==> config.mk <==
export PLATFORM = sky130hd
export DESIGN_NAME = cpu_seq
export DESIGN_NICKNAME = d
export VERILOG_FILES = /design/src/rtl/cpu_seq.sv
export SDC_FILE = /design/constraint.sdc
export NUM_CORES = 1
export LEC_CHECK = 0
export ABC_CLOCK_PERIOD_IN_PS = 1340
export CELL_PAD_IN_SITES_DETAIL_PLACEMENT = 1
export CELL_PAD_IN_SITES_GLOBAL_PLACEMENT = 2
export CORE_MARGIN = 8
export CORE_UTILIZATION = 21
export DETAILED_ROUTE_END_ITERATION = 7
export PLACE_DENSITY = 0.74
export SLEW_MARGIN = 20
export SYNTH_ARGS = -nofsm -noshare
export SYNTH_HDL_FRONTEND = slang
export SYNTH_SLANG_ARGS = --single-unit
==> constraint.sdc <==
create_clock -name CLK1 -period 1.34 [get_ports CLK1]
set_input_delay 0.335 -clock CLK1 [delete_from_list [all_inputs] [get_ports CLK1]]
set_output_delay 0.335 -clock CLK1 [all_outputs]
set_load 0.005 [all_outputs]
==> src/rtl/cpu_seq.sv <==
// Instruction sequencer: steps each instruction through FETCH, DECODE and one
// execute state, issuing the memory, PC and register-enable strobes per step.
//
// state   | meaning
// IDLE    | stopped, waits for RUN
// FETCH   | read opcode at PC, load IR and bump PC on MEM_RDY
// DECODE  | one cycle for the decoder strobes to settle
// OPERAND | read immediate at PC (JMP target or LDD data)
// MEMOP   | read/write through pointer SMH:SML (LD/STR)
// EXEC    | single-cycle ALU / pointer / flag update
module cpu_seq (
  input  logic       CLK1,
  input  logic       RST_C,
  input  logic       RUN,
  input  logic       MEM_RDY,
  input  logic       JMP,
  input  logic       LDD,
  input  logic       LD,
  input  logic       STR,
  input  logic       ARI,
  input  logic       LOG,
  input  logic       SEI,
  input  logic       SMH,
  input  logic       SML,
  input  logic       W_CAR,
  output logic       IR_LD,
  output logic       PC_INC,
  output logic       PC_LD,
  output logic       ADDR_SEL,
  output logic       MEM_RD,
  output logic       MEM_WR,
  output logic       ACC_WE,
  output logic       CAR_WE,
  output logic       PTRH_WE,
  output logic       PTRL_WE,
  output logic       IE_SET,
  output logic       BUSY,
  output logic [7:0] INSTR_CNT
);

  localparam logic [2:0] S_IDLE    = 3'd0;
  localparam logic [2:0] S_FETCH   = 3'd1;
  localparam logic [2:0] S_DECODE  = 3'd2;
  localparam logic [2:0] S_OPERAND = 3'd3;
  localparam logic [2:0] S_MEMOP   = 3'd4;
  localparam logic [2:0] S_EXEC    = 3'd5;

  logic [2:0] state_q, state_d;
  logic [7:0] cnt_q, cnt_d;
  logic       busy_q;
  logic       retire;

  always_comb begin
    state_d  = state_q;
    cnt_d    = cnt_q;
    retire   = 1'b0;
    IR_LD    = 1'b0;
    PC_INC   = 1'b0;
    PC_LD    = 1'b0;
    ADDR_SEL = 1'b0;
    MEM_RD   = 1'b0;
    MEM_WR   = 1'b0;
    ACC_WE   = 1'b0;
    CAR_WE   = 1'b0;
    PTRH_WE  = 1'b0;
    PTRL_WE  = 1'b0;
    IE_SET   = 1'b0;
    case (state_q)
      S_IDLE: begin
        if (RUN) state_d = S_FETCH;
      end
      S_FETCH: begin
        MEM_RD = 1'b1;
        if (MEM_RDY) begin
          IR_LD   = 1'b1;
          PC_INC  = 1'b1;
          state_d = S_DECODE;
        end
      end
      S_DECODE: begin
        if (JMP || LDD)     state_d = S_OPERAND;
        else if (LD || STR) state_d = S_MEMOP;
        else                state_d = S_EXEC;
      end
      S_OPERAND: begin
        MEM_RD = 1'b1;
        if (MEM_RDY) begin
          // JMP wins over LDD so PC_LD and PC_INC can never coincide
          if (JMP) begin
            PC_LD = 1'b1;
          end else if (LDD) begin
            ACC_WE = 1'b1;
            PC_INC = 1'b1;
          end
          retire = 1'b1;
        end
      end
      S_MEMOP: begin
        ADDR_SEL = 1'b1;
        if (LD) begin
          MEM_RD = 1'b1;
          ACC_WE = MEM_RDY;
        end else if (STR) begin
          MEM_WR = 1'b1;
        end
        retire = MEM_RDY;
      end
      S_EXEC: begin
        ACC_WE  = ARI | LOG;
        CAR_WE  = W_CAR;
        PTRH_WE = SMH;
        PTRL_WE = SML;
        IE_SET  = SEI;
        retire  = 1'b1;
      end
      default: state_d = S_IDLE;
    endcase
    if (retire) begin
      cnt_d   = cnt_q + 8'd1;
      state_d = RUN ? S_FETCH : S_IDLE;
    end
  end

  always_ff @(posedge CLK1 or posedge RST_C) begin
    if (RST_C) begin
      state_q <= S_IDLE;
      cnt_q   <= 8'd0;
      busy_q  <= 1'b0;
    end else begin
      state_q <= state_d;
      cnt_q   <= cnt_d;
      busy_q  <= (state_d != S_IDLE);
    end
  end

  assign BUSY      = busy_q;
  assign INSTR_CNT = cnt_q;

endmodule

### After elaboration in Yosys (flattened, before gate mapping)

Index checks and enable logic that the tools add are counted.

* bits in registers: 12
* input bits: 14
* output and inout bits: 20

* add/subtract/negate cells: 1
* equality and inequality tests: 5
* muxes and demuxes: 29
* bitwise logic cells: 1
* reduce and logical (&&, ||, !) cells: 6

Operators with widths (number)
* $mux 1: 20
* $mux 3: 4
* $pmux 3 s4: 1
* $add 8x1->8 const B: 1
* $eq 3x2->1 const B: 2
* $eq 3x3->1 const B: 2
* $pmux 1 s3: 2
* $pmux 1 s2: 2
* $eq 3x1->1 const B: 1
* $logic_not 3->1: 1
* $reduce_bool 3->1: 1
* $reduce_or 3->1: 1
* $logic_or 1x1->1: 2
* $reduce_or 2->1: 1
* $or 1x1->1: 1

### Logic depth before layout (Yosys ltp)

* depth in word-level cells: 6
* mapped depth: 5
* mapped depth without buffers: 4

### Worst setup path after synthesis

OpenSTA, ideal clock, no wires.

* path type: input -> output
* from: input MEM_RDY
* to: output PC_INC
* arrival time: 1055 ps
* slack: -50 ps
* stages: 4
* cells stage by stage: buf_4 inv_1 nor4b_1 nand2b_1

* longest elaborated chain between the ends: 2

Ends and longest elaborated chain
* start, declared: line 15 `input logic MEM_RDY,`
* $mux 1 (on tied branches): line 87, 74
* $pmux 1 s2 *: line 68 `case (state_q)`
* end, declared: line 27 `output logic PC_INC,`

Every way passes the cells marked *; elsewhere a longest branch is shown, timed or not.

### Worst setup path after layout

* from: register state_q[2]
* to: output ACC_WE

* longest elaborated chain between the ends: 2

Ends and longest elaborated chain
* start, declared: line 48 `logic [2:0] state_q, state_d;`
* start signal, assigned: line 130 `state_q <= state_d;`
* $eq 3x3->1 / $eq 3x2->1 (equally long branches): line 68
* $pmux 1 s3 *: line 68
* end, declared: line 32 `output logic ACC_WE,`

Marks and branches as above.

==> results by group <==
Floorplan
  • Initial Util: 22.3%
  • Core area: 3390 um^2
  • Die height: 76.0 um
  • I/O pins: 34
  • Row count: 21
  • Die ar.: 5770 um^2
  • Chip width: 76.0 um

Run status
  • Run status: complete, but fails checks
  • Failing checks: setup timing

Logic synthesis
  • Syn_area_per_cell: 9.57 um^2
  • Largest cells by area after synthesis: dfrtp_1 40%, xnor2_1 7.0%, and3_1 5.0%
  • Synthesized flop and latch total: 12
  • Warnings from Yosys: 0
  • Post-synthesis sequential area ratio: 39.7%
  • Syn Nets: 94
  • Cell taking the most area after synthesis: dfrtp_1
  • Yosys top cell area share: 39.7%
  • Unique masters post-synth: 31
  • Area of the mapped netlist: 756 um^2
  • Syn Inst Count: 79

Placed design
  • Placed instance area: 1320 um^2
  • # port buffers: 33
  • Hpwl dp: 2.19 mm
  • Placer congestion estimate: 0.744

Power
  • Pleak: 0.791 nW
  • Maximum VDD drop: 805 uV
  • P per Cell Area: 1520 nW/um^2

CTS
  • CTS Buffer Depth: 2
  • Clock tree root driver cell: clkbuf_4
  • Total CTS buffers: 3
  • Reg clk slew, reported paths: 0.07 ns
  • CTS tree: yes
  • H-tree depth: 1
  • Worst skew pair latency: around 0.27 ns
  • Clock sink count: 12

Drt
  • First DRT Iteration DRCs: 32
  • Routed length per instance: 16.2 um
  • TritonRoute pass-1 iters: 4
  • DR vias: around 910
  • DRC violations left: 0
  • Detail Route Antenna Nets: 0
  • Aggregate routed wire length: about 3.2 mm
  • Via-per-instance ratio: 4.56

Worst setup path
  • Crit path cell chain: and4b_4 > nand3b_1 > nand3_1 > buf_2
  • Worst Path Arrival: 1.41 ns
  • CP delay by family, top: simple AND/OR/NAND/NOR gates
  • CP Class: flip-flop to output port
  • CP max-delay cell: dfrtp_2
  • CP bufs+invs: 1
  • Worst-path fanout max: 5
  • Slowest Stage Delay on Critical Path: between 0.4 and 0.5 ns
  • Worst setup EP type: output port
  • Required time worst endpoint: 1.00 ns
  • Worst setup SP type: flip-flop

STA
  • Final Skew: 0.00122 ns
  • Endpoints failing setup: 20
  • Slew Limit Fails: 0
  • Worst relative slew slack: 80.1%
  • Tmin final: about 1.7 ns
  • RSZ-0062 raised after global routing: true
  • Endpoints failing hold: 0
  • Worst Tran Pin Value: 0.297 ns
  • Fmax: 573 MHz
  • Final WS setup: -0.405 ns
  • Final period utilization: 130%

Global route
  • GRT Total Usage: between 10% and 20%
  • M3 GR Usage: 3.42%
  • Global-route wire length before repair: 5.46 mm
  • Vias in the first global route: approximately 1,100
  • Initial antenna violation count: 0
  • M1 GR Usage: between 10 and 15%
  • Largest net degree at the start of global routing: 13
  • Remaining Overflow, GRT: 0
  • Busiest layer in global routing: met2
  • Met2 Usage GRT: 20.6%

Finish
  • # diodes: 0
  • Nets: 170
  • Commonest cells after routing, fill and taps aside: 26 x buf_4, 20 x buf_6, 11 x clkdlybuf4s50_1
  • Share of post-route cells with drive strength above 1: around 54%
  • Commonest non-fill, non-tap cell in the layout: buf_4
  • Design Area, Final: 1620 um^2
  • Util after Layout: 47.7%
  • Area delta synth->final: 114%

Run
  • Max Cap Viol: 0

Min path
  • Hold WC Path Type: input pin to async pin
[flip-flops by register name, summed over array words and instances, names as in the netlist]
name,cells
INSTR_CNT,8
BUSY,1
state_q,3
[final cells by class]
| cell class | instances | area, um^2 |
|---|---|---|
| clock buffers | 3 | 22.5 |
| fillers | 386 | 1770 |
| inverters | 2 | 7.51 |
| multi-input cells | 60 | 541 |
| flip-flops and latches | 12 | 303 |
| well taps | 46 | 57.6 |
| repair buffers | 76 | 686 |
[through the flow]
step | total power (W) | setup slack [ns] | TNS (ns) | hold WS, ns | instances
2_1_floorplan | 0.00112 | 0.00312 | 0 | 0.200 | 79
3_3_place_gp | 0.00179 | -0.833 | -10.61 | 0.464 | 180
3_5_place_dp | 0.00184 | -0.874 | -11.19 | 0.483 | 180
4_1_cts | 0.00232 | -0.442 | -6.08 | 0.351 | 196
5_1_grt | 0.00264 | -0.501 | -7.32 | 0.370 | 199
6_report | 0.00245 | -0.405 | -5.64 | 0.346 | 199
[worst register-to-register path: cells and delay by family, from the launching register on]
kind / cells / cell delay (ns)
and+or+nand+nor: 1 / 0.21
AOI/OAI and AO/OA: 1 / 0.22
muxes: 1 / 0.32
buffers and inverters: 3 / 0.39
DFF: 1 / 0.43
[Yosys cell counts]
master    count
dfrtp_1      12
a21oi_1       6
and3_1        6
nor2_1        6
xnor2_1       6
nand2_1       4
nand3_1       4
nand4_1       3
nor4b_1       3
buf_2         2
inv_1         2
nand2b_1      2
nor2b_1       2
nor3b_1       2
o211ai_1      2
xor2_1        2
a21o_1        1
and2_1        1
and4_1        1
and4b_4       1
buf_4         1
buf_6         1
clkbuf_1      1
ha_1          1
mux2_4        1
mux2i_1       1
nand3b_1      1
o21a_1        1
o21ai_0       1
o21bai_4      1
o31ai_1       1
[logic make-up after synthesis]
logic type | after synthesis | synth area share, %
flops | 12 | 39.7
compound gates | 13 | 12.1
buf+inv | 7 | 5.30
mux | 2 | 3.31
fa+ha+maj | 1 | 1.66
xor+xnor | 8 | 9.27
simple gates | 36 | 28.6
[metal layers]
| layer | up-vias | part of all wire [%] |
|---|---|---|
| met5 | - | 0 |
| met4 | 0 | 2.0 |
| met3 | 6 | 6.7 |
| met2 | 37 | 49 |
| met1 | 435 | 43 |
| li1 | 430 | - |
[worst paths after layout]
check	startpoint	end	slack [ns]	cells after the start
min reg2reg	INSTR_CNT[7]	INSTR_CNT[7]	0.56	2
min	RST_C	INSTR_CNT[2]	0.35	3
max in group asynchronous	RST_C	state_q[0]	0.83	3
max reg2reg	state_q[1]	INSTR_CNT[1]	-0.33	6
max	state_q[2]	ACC_WE	-0.40	4
min in group CLK1	INSTR_CNT[7]	INSTR_CNT[7]	0.56	2
[timing repair]
action / CTS / global route
hold buffers: 0 / 0
hold endpoints to repair: 0 / 0
setup endpoints to repair: 28 / 22
pin swaps: 12 / 18
gates resized for setup: 85 / 19
buffers inserted: 14 / 6
[where the power goes]
part           leakage, nW  total (W)  switching (W)  internal (W)
clock               0.0138   0.000219       0.000115      0.000104
sequential           0.150   0.000576      0.0000951      0.000481
combinational        0.627    0.00166       0.000680      0.000976
total                0.791    0.00245       0.000890       0.00156
Note: power is estimated with default switching activity, not from simulation.
